**config.mk**
```make
export PLATFORM = sky130hd
export DESIGN_NAME = uart_frame_parser
export DESIGN_NICKNAME = d
export VERILOG_FILES = /design/src/rtl/uart_frame_parser.sv
export SDC_FILE = /design/constraint.sdc
export NUM_CORES = 1
export LEC_CHECK = 0
export ABC_AREA = 0
export CORE_MARGIN = 1.5
export CORE_UTILIZATION = 47
export DETAILED_ROUTE_END_ITERATION = 7
export PLACE_DENSITY = 0.8
export SYNTH_ARGS = -nofsm -noshare
export SYNTH_HDL_FRONTEND = slang
export SYNTH_SLANG_ARGS = --single-unit
```
**constraint.sdc**
```tcl
create_clock -name clock -period 2.5 [get_ports clock]
set_clock_uncertainty 0.2 [all_clocks]
set_input_delay 0.5 -clock clock [delete_from_list [all_inputs] [get_ports clock]]
set_output_delay 0.5 -clock clock [all_outputs]
set_load 0.03 [all_outputs]
```
**src/rtl/uart_frame_parser.sv**
```systemverilog
// uart_frame_parser: turns the UART RX byte stream into command frames.
// A frame is START, N_OPS operand bytes, an opcode byte and, optionally, an
// XOR checksum byte. The parser detects inter-byte timeouts and hands each
// decoded command to the core over a valid/ready output.
//
// Handshake: cmd_valid is high in HOLD and stays high until a cycle where
// cmd_valid && cmd_ready. That cycle completes the transfer and cmd_valid
// drops on the next cycle. cmd_operands and cmd_opcode change only at a
// commit, so they hold steady while cmd_valid is high and after the transfer.
module uart_frame_parser #(
  parameter logic [7:0] START_BYTE  = 8'hFE,
  parameter int         N_OPS       = 2,
  parameter int         OPCODE_W    = 3,
  parameter bit         CHECKSUM_EN = 1'b1,
  parameter int         TIMEOUT_CYC = 100000,
  parameter int         TO_W        = 17
) (
  input  logic                  clock,
  input  logic                  reset_n,
  input  logic [7:0]            rx_data,
  input  logic                  rx_valid,
  output logic [8*N_OPS-1:0]    cmd_operands,
  output logic [OPCODE_W-1:0]   cmd_opcode,
  output logic                  cmd_valid,
  input  logic                  cmd_ready,
  output logic                  err_checksum,
  output logic                  err_timeout,
  output logic                  err_overrun,
  output logic [2:0]            dbg_state
);

  typedef enum logic [2:0] {
    S_IDLE     = 3'd0,
    S_OPERANDS = 3'd1,
    S_OPCODE   = 3'd2,
    S_CHECK    = 3'd3,
    S_HOLD     = 3'd4
  } state_t;

  localparam int IDX_W = (N_OPS > 1) ? $clog2(N_OPS) : 1;
  localparam logic [IDX_W-1:0] IDX_LAST = IDX_W'(N_OPS - 1);
  localparam bit TO_EN = (TIMEOUT_CYC > 0);
  // The timeout fires on the TIMEOUT_CYC-th consecutive quiet cycle, which
  // is the cycle the counter would step up to TIMEOUT_CYC.
  localparam int TO_LAST_I = TO_EN ? (TIMEOUT_CYC - 1) : 0;
  localparam logic [TO_W-1:0] TO_LAST = TO_W'(TO_LAST_I);

  state_t               state, state_next;
  logic [IDX_W-1:0]     idx;
  logic [8*N_OPS-1:0]   sh_ops;
  logic [7:0]           sh_opc;
  logic [7:0]           xor_acc;
  logic [TO_W-1:0]      to_cnt;

  logic in_frame, expired;
  logic start, store_op, store_opc, commit;
  logic ck_err, to_err, ov_err;
  logic [OPCODE_W-1:0]  commit_opc;

  assign in_frame  = (state == S_OPERANDS) || (state == S_OPCODE) || (state == S_CHECK);
  assign expired   = TO_EN && in_frame && !rx_valid && (to_cnt == TO_LAST);
  assign cmd_valid = (state == S_HOLD);
  assign dbg_state = state;

  // Without a checksum byte the commit happens on the opcode byte itself,
  // so the opcode must be taken straight from rx_data.
  assign commit_opc = (state == S_OPCODE) ? rx_data[OPCODE_W-1:0] : sh_opc[OPCODE_W-1:0];

  // State register.
  always_ff @(posedge clock or negedge reset_n) begin
    if (!reset_n) state <= S_IDLE;
    else          state <= state_next;
  end

  // Next-state logic and per-cycle control strobes.
  always_comb begin
    state_next = state;
    start      = 1'b0;
    store_op   = 1'b0;
    store_opc  = 1'b0;
    commit     = 1'b0;
    ck_err     = 1'b0;
    to_err     = 1'b0;
    ov_err     = 1'b0;
    case (state)
      S_IDLE: begin
        if (rx_valid && rx_data == START_BYTE) begin
          start      = 1'b1;
          state_next = S_OPERANDS;
        end
      end
      S_OPERANDS: begin
        if (rx_valid) begin
          store_op = 1'b1;
          if (idx == IDX_LAST) state_next = S_OPCODE;
        end else if (expired) begin
          to_err     = 1'b1;
          state_next = S_IDLE;
        end
      end
      S_OPCODE: begin
        if (rx_valid) begin
          store_opc = 1'b1;
          if (CHECKSUM_EN) begin
            state_next = S_CHECK;
          end else begin
            commit     = 1'b1;
            state_next = S_HOLD;
          end
        end else if (expired) begin
          to_err     = 1'b1;
          state_next = S_IDLE;
        end
      end
      S_CHECK: begin
        if (rx_valid) begin
          if (rx_data == xor_acc) begin
            commit     = 1'b1;
            state_next = S_HOLD;
          end else begin
            ck_err     = 1'b1;
            state_next = S_IDLE;
          end
        end else if (expired) begin
          to_err     = 1'b1;
          state_next = S_IDLE;
        end
      end
      S_HOLD: begin
        if (cmd_ready) begin
          // The transfer frees the parser this cycle, so a START arriving
          // now opens the next frame without loss.
          state_next = S_IDLE;
          if (rx_valid && rx_data == START_BYTE) begin
            start      = 1'b1;
            state_next = S_OPERANDS;
          end
        end else if (rx_valid) begin
          ov_err = 1'b1;
        end
      end
      default: state_next = S_IDLE;
    endcase
  end

  // Shadow registers, byte index and running checksum for the frame in flight.
  always_ff @(posedge clock or negedge reset_n) begin
    if (!reset_n) begin
      idx     <= '0;
      sh_ops  <= '0;
      sh_opc  <= '0;
      xor_acc <= '0;
    end else begin
      if (start) begin
        idx     <= '0;
        xor_acc <= '0;
      end
      if (store_op) begin
        sh_ops[{idx, 3'b000} +: 8] <= rx_data;
        idx     <= idx + 1'b1;
        xor_acc <= xor_acc ^ rx_data;
      end
      if (store_opc) begin
        sh_opc  <= rx_data;
        xor_acc <= xor_acc ^ rx_data;
      end
    end
  end

  // Command outputs, loaded only when a frame commits.
  always_ff @(posedge clock or negedge reset_n) begin
    if (!reset_n) begin
      cmd_operands <= '0;
      cmd_opcode   <= '0;
    end else if (commit) begin
      cmd_operands <= (state == S_OPCODE) ? sh_ops : sh_ops;
      cmd_opcode   <= commit_opc;
    end
  end

  // Inter-byte idle counter: cleared by a frame start or any byte inside a
  // frame, counts quiet cycles inside a frame, frozen in IDLE and HOLD.
  always_ff @(posedge clock or negedge reset_n) begin
    if (!reset_n)                       to_cnt <= '0;
    else if (start || (in_frame && rx_valid)) to_cnt <= '0;
    else if (TO_EN && in_frame)         to_cnt <= to_cnt + 1'b1;
  end

  // Registered single-cycle error pulses.
  always_ff @(posedge clock or negedge reset_n) begin
    if (!reset_n) begin
      err_checksum <= 1'b0;
      err_timeout  <= 1'b0;
      err_overrun  <= 1'b0;
    end else begin
      err_checksum <= ck_err;
      err_timeout  <= to_err;
      err_overrun  <= ov_err;
    end
  end

endmodule
```
==> metrics.log <==
INFO  metric p_sw_share = roughly a third
INFO  metric combinationalPowerShare = roughly a third
INFO  metric route.detailed.vias_per_inst = ~5.7
INFO  metric finalMaxSlewViolations = 0
INFO  metric synth_edf_count = 0
INFO  metric layout-drive-gt1-share = approximately 26%
INFO  metric htreeDepth = 3
INFO  metric chipWidth = between 80 and 90 µm
INFO  metric post_detailed_route_drc_marker_count = 0
INFO  metric core = 0.00676 mm²
INFO  metric fin_setup_tns = 0 ps
INFO  metric pwr_density_cell = a little over 900 mW/mm²
INFO  metric grt_start_max_net_pins = between 70 and 80
INFO  metric areaGrowthSynthToFinish = 28.1%
INFO  metric synthesis.yosys.warnings = 0
INFO  metric setup.worst_path.class = reg -> out
INFO  metric synth-seq-area-share = between 50% and 60%
INFO  metric mappedNetlistNets = between 300 and 400
INFO  metric synth_largest_area_cell = dfrtp_1
INFO  metric number_of_cts_inserted_buffers = 9
INFO  metric antenna_violating_nets_post_route = 0
INFO  metric cts.root.buffer_cell = clkbuf_8
INFO  metric result_of_the_run = finished clean
INFO  metric initial_utilization = about half
INFO  metric synthesis.area = 0.00327 mm²
INFO  metric gp_congestion = about 0.84
INFO  metric synthArstFlopShare = 100%
INFO  metric power.total = roughly 4 mW
INFO  metric vias = roughly 2600
INFO  metric hold_path_class = reg -> reg
INFO  metric final-hold-violation-count = 0
INFO  metric antenna-diode-count = 0
INFO  metric track_usage = a little over a fifth
INFO  metric grt_first_pass_wirelength = approximately 12000 µm
INFO  metric worst-r2r-setup-slack = approximately 380 ps
INFO  metric synthTopCellsByCount = 70 x dfrtp_1, 36 x mux2_2, 25 x o21ai_0, 22 x nor2_1, 18 x nand3_1
INFO  metric worstPathRequired = around 1800 ps
INFO  metric tritoncts = yes
INFO  metric first_global_vias = 2564
INFO  metric cp.buffers_inverters = 1
INFO  metric setup_viol_count_final = 0
INFO  metric cp_slowest_cell = clkdlybuf4s50_1
INFO  metric p_sw = between 1 and 1.5 mW
INFO  metric layout.nets = 380
INFO  metric synth_ff_type = dfrtp_1
INFO  metric wl_per_cell = approximately 16 µm
INFO  metric syn_avg_cell_area = 11.1 µm²
INFO  metric path_max_fanout = 10
INFO  metric critical_path_arrival = between 1500 and 2000 ps
INFO  metric die_h = approximately 86 µm
INFO  metric clock_latency = around 340 ps
INFO  metric post_dp_hpwl = between 5000 and 6000 µm
INFO  metric yosys_register_bits = 70
INFO  metric port-buffer-count = 37
INFO  metric grt_antenna_before_repair = 0
INFO  metric max-vdd-ir-drop = about 0.54 mV
INFO  metric pin_count = 38
INFO  metric placement_rows = 30
INFO  metric leakagePower = approximately 1.8 nW
INFO  metric worst_path_dominant_cell_family = buffers and inverters
INFO  metric ys_types = 50
INFO  metric power.share.clock = between 20% and 30%
INFO  metric timing.final.crit_share = 92.8%
INFO  metric grt_setup_unrepaired = no
INFO  metric worst_setup_hold_path_clk_slew = 80 ps
INFO  metric max_cap_violations = 0
INFO  metric tritoncts_num_sinks = 70
INFO  metric slowest_delay = approximately 740 ps
INFO  metric timing.max_slew.rel_slack = 65.2%
INFO  metric internal_power = 2.56 mW
INFO  metric end_kind = output port
INFO  metric crit_path_start_kind = flip-flop
INFO  metric syn-instance-count = slightly below 300
INFO  metric netlist.area_leader.share = between 50% and 60%
INFO  metric yosys-top-cells-area = dfrtp_1 53%, mux2_2 12%, o21ai_0 3.8%
INFO  metric timing_worst_slew_pin_value = ~520 ps
INFO  metric finalCriticalPeriod = 2320 ps
INFO  metric crit_chain = clkdlybuf4s50_1
INFO  metric die_area = roughly 0.0075 mm²
INFO  metric detail_route.wirelength = just over 7000 µm
INFO  metric drt-pass1-iter-count = 4
INFO  metric globalRouteOverflowTotal = 0
INFO  metric pwr-share-seq = a little over two fifths
INFO  metric ctsLongestPathBuffers = 2
INFO  metric yosysMostFrequentCell = dfrtp_1
INFO  metric fmax = ~0.43 GHz
INFO  metric detail_route.iter0.violations = approximately 190
==> per-layer routing <==
| layer | global-route usage [%] | vias up | wire length, µm |
|---|---|---|---|
| met5 | 0 | - | 0 |
| met4 | 6.16 | 0 | 83 |
| met3 | 5.24 | 8 | 242 |
| met2 | 35.1 | 46 | 3670 |
| met1 | 27.8 | 1300 | 3270 |
| li1 | - | 1231 | - |
==> area by class of cell <==
class                           instances  area, µm²
Clock buffer                           10        128
Clock inverter                          6       71.3
Fill cell                             536       2560
Inverter                                6       22.5
Multi-Input combinational cell        207       1440
Sequential cell                        70       1750
Tap cell                               80        100
Timing Repair Buffer                   73        687
==> timing repair <==
| action | 4_1_cts | 5_1_grt |
|---|---|---|
| hold buffers | 1 | 0 |
| buffers inserted | 0 | 0 |
| endpoints found under the hold margin | 70 | 0 |
| setup endpoints to repair | 1 | 0 |
| gates resized for setup | 1 | 0 |
==> cell families after synthesis <==
family                   Yosys count  share of synthesized area, %
AND/OR/NAND/NOR                  101                          16.4
flip-flops                        70                          53.5
AO/OA/AOI/OAI                     55                          10.8
multiplexers                      40                          13.6
buffers and inverters             19                          2.67
XOR/XNOR                          10                          2.68
adder cells (fa/ha/maj)            1                         0.382
==> path summary, 6_finish.rpt <==
check                        startpoint  depth (start not counted)              end
hold / removal                sh_ops[5]                          1        sh_ops[5]
min in group asynchronous       reset_n                          3        to_cnt[1]
hold reg to reg               sh_ops[5]                          1        sh_ops[5]
setup / recovery           dbg_state[2]                          1     dbg_state[2]
setup reg to reg              to_cnt[0]                          6       to_cnt[10]
max in group asynchronous       reset_n                          3  cmd_operands[2]
==> metrics by stage <==
stage               cells  cell area [µm²]  util [%]  hold slack [ps]  worst slack (ps)
floorplan             296             3270         -             4.41               200
global placement      435             3990      59.0              272             -36.6
detailed placement    435             3990      59.0              294              -101
CTS                   452             4200      62.1              309               162
global route          452             4200      62.1              327              98.7
finish                452             4200      62.1              307               181
==> cells in the final DEF (no fill, tap or decap), drive strengths merged, types with 2 or more instances in the layout <==
cell type and n:
dfrtp 70, o21ai 25, and3 2, a21oi 13, or4b 2, nand3 18, clkinv 2, nand4 10
clkbuf 10, or4 3, clkdlybuf4s50 35, a22oi 2, a21boi 2, mux2 36, nand2 15, or3 5
and2 3, nor2 23, buf 36, nor2b 4, mux2i 4, clkinvlp 2, o21bai 2, xor2 2
xnor2 8, nor4 4, inv 7, nor3 7
==> flip-flops by register name, summed over array words and instances, names as in the netlist <==
signal and count:
cmd_opcode 3, err_overrun 1, cmd_operands 16, to_cnt 17
dbg_state 3, err_timeout 1, xor_acc 8, sh_opc 3
sh_ops 16, err_checksum 1, idx 1
==> power by group through the flow <==
stage / sequential (mW) / combinational [mW] / clock (mW)
2_1_floorplan: 1.66 / 0.819 / 0
3_3_place_gp: 1.65 / 1.29 / 0
3_5_place_dp: 1.67 / 1.35 / 0
4_1_cts: 1.65 / 1.36 / 0.926
5_1_grt: 1.70 / 1.49 / 0.971
6_report: 1.66 / 1.35 / 0.901
No activity file was read; power rests on OpenSTA's default activity.
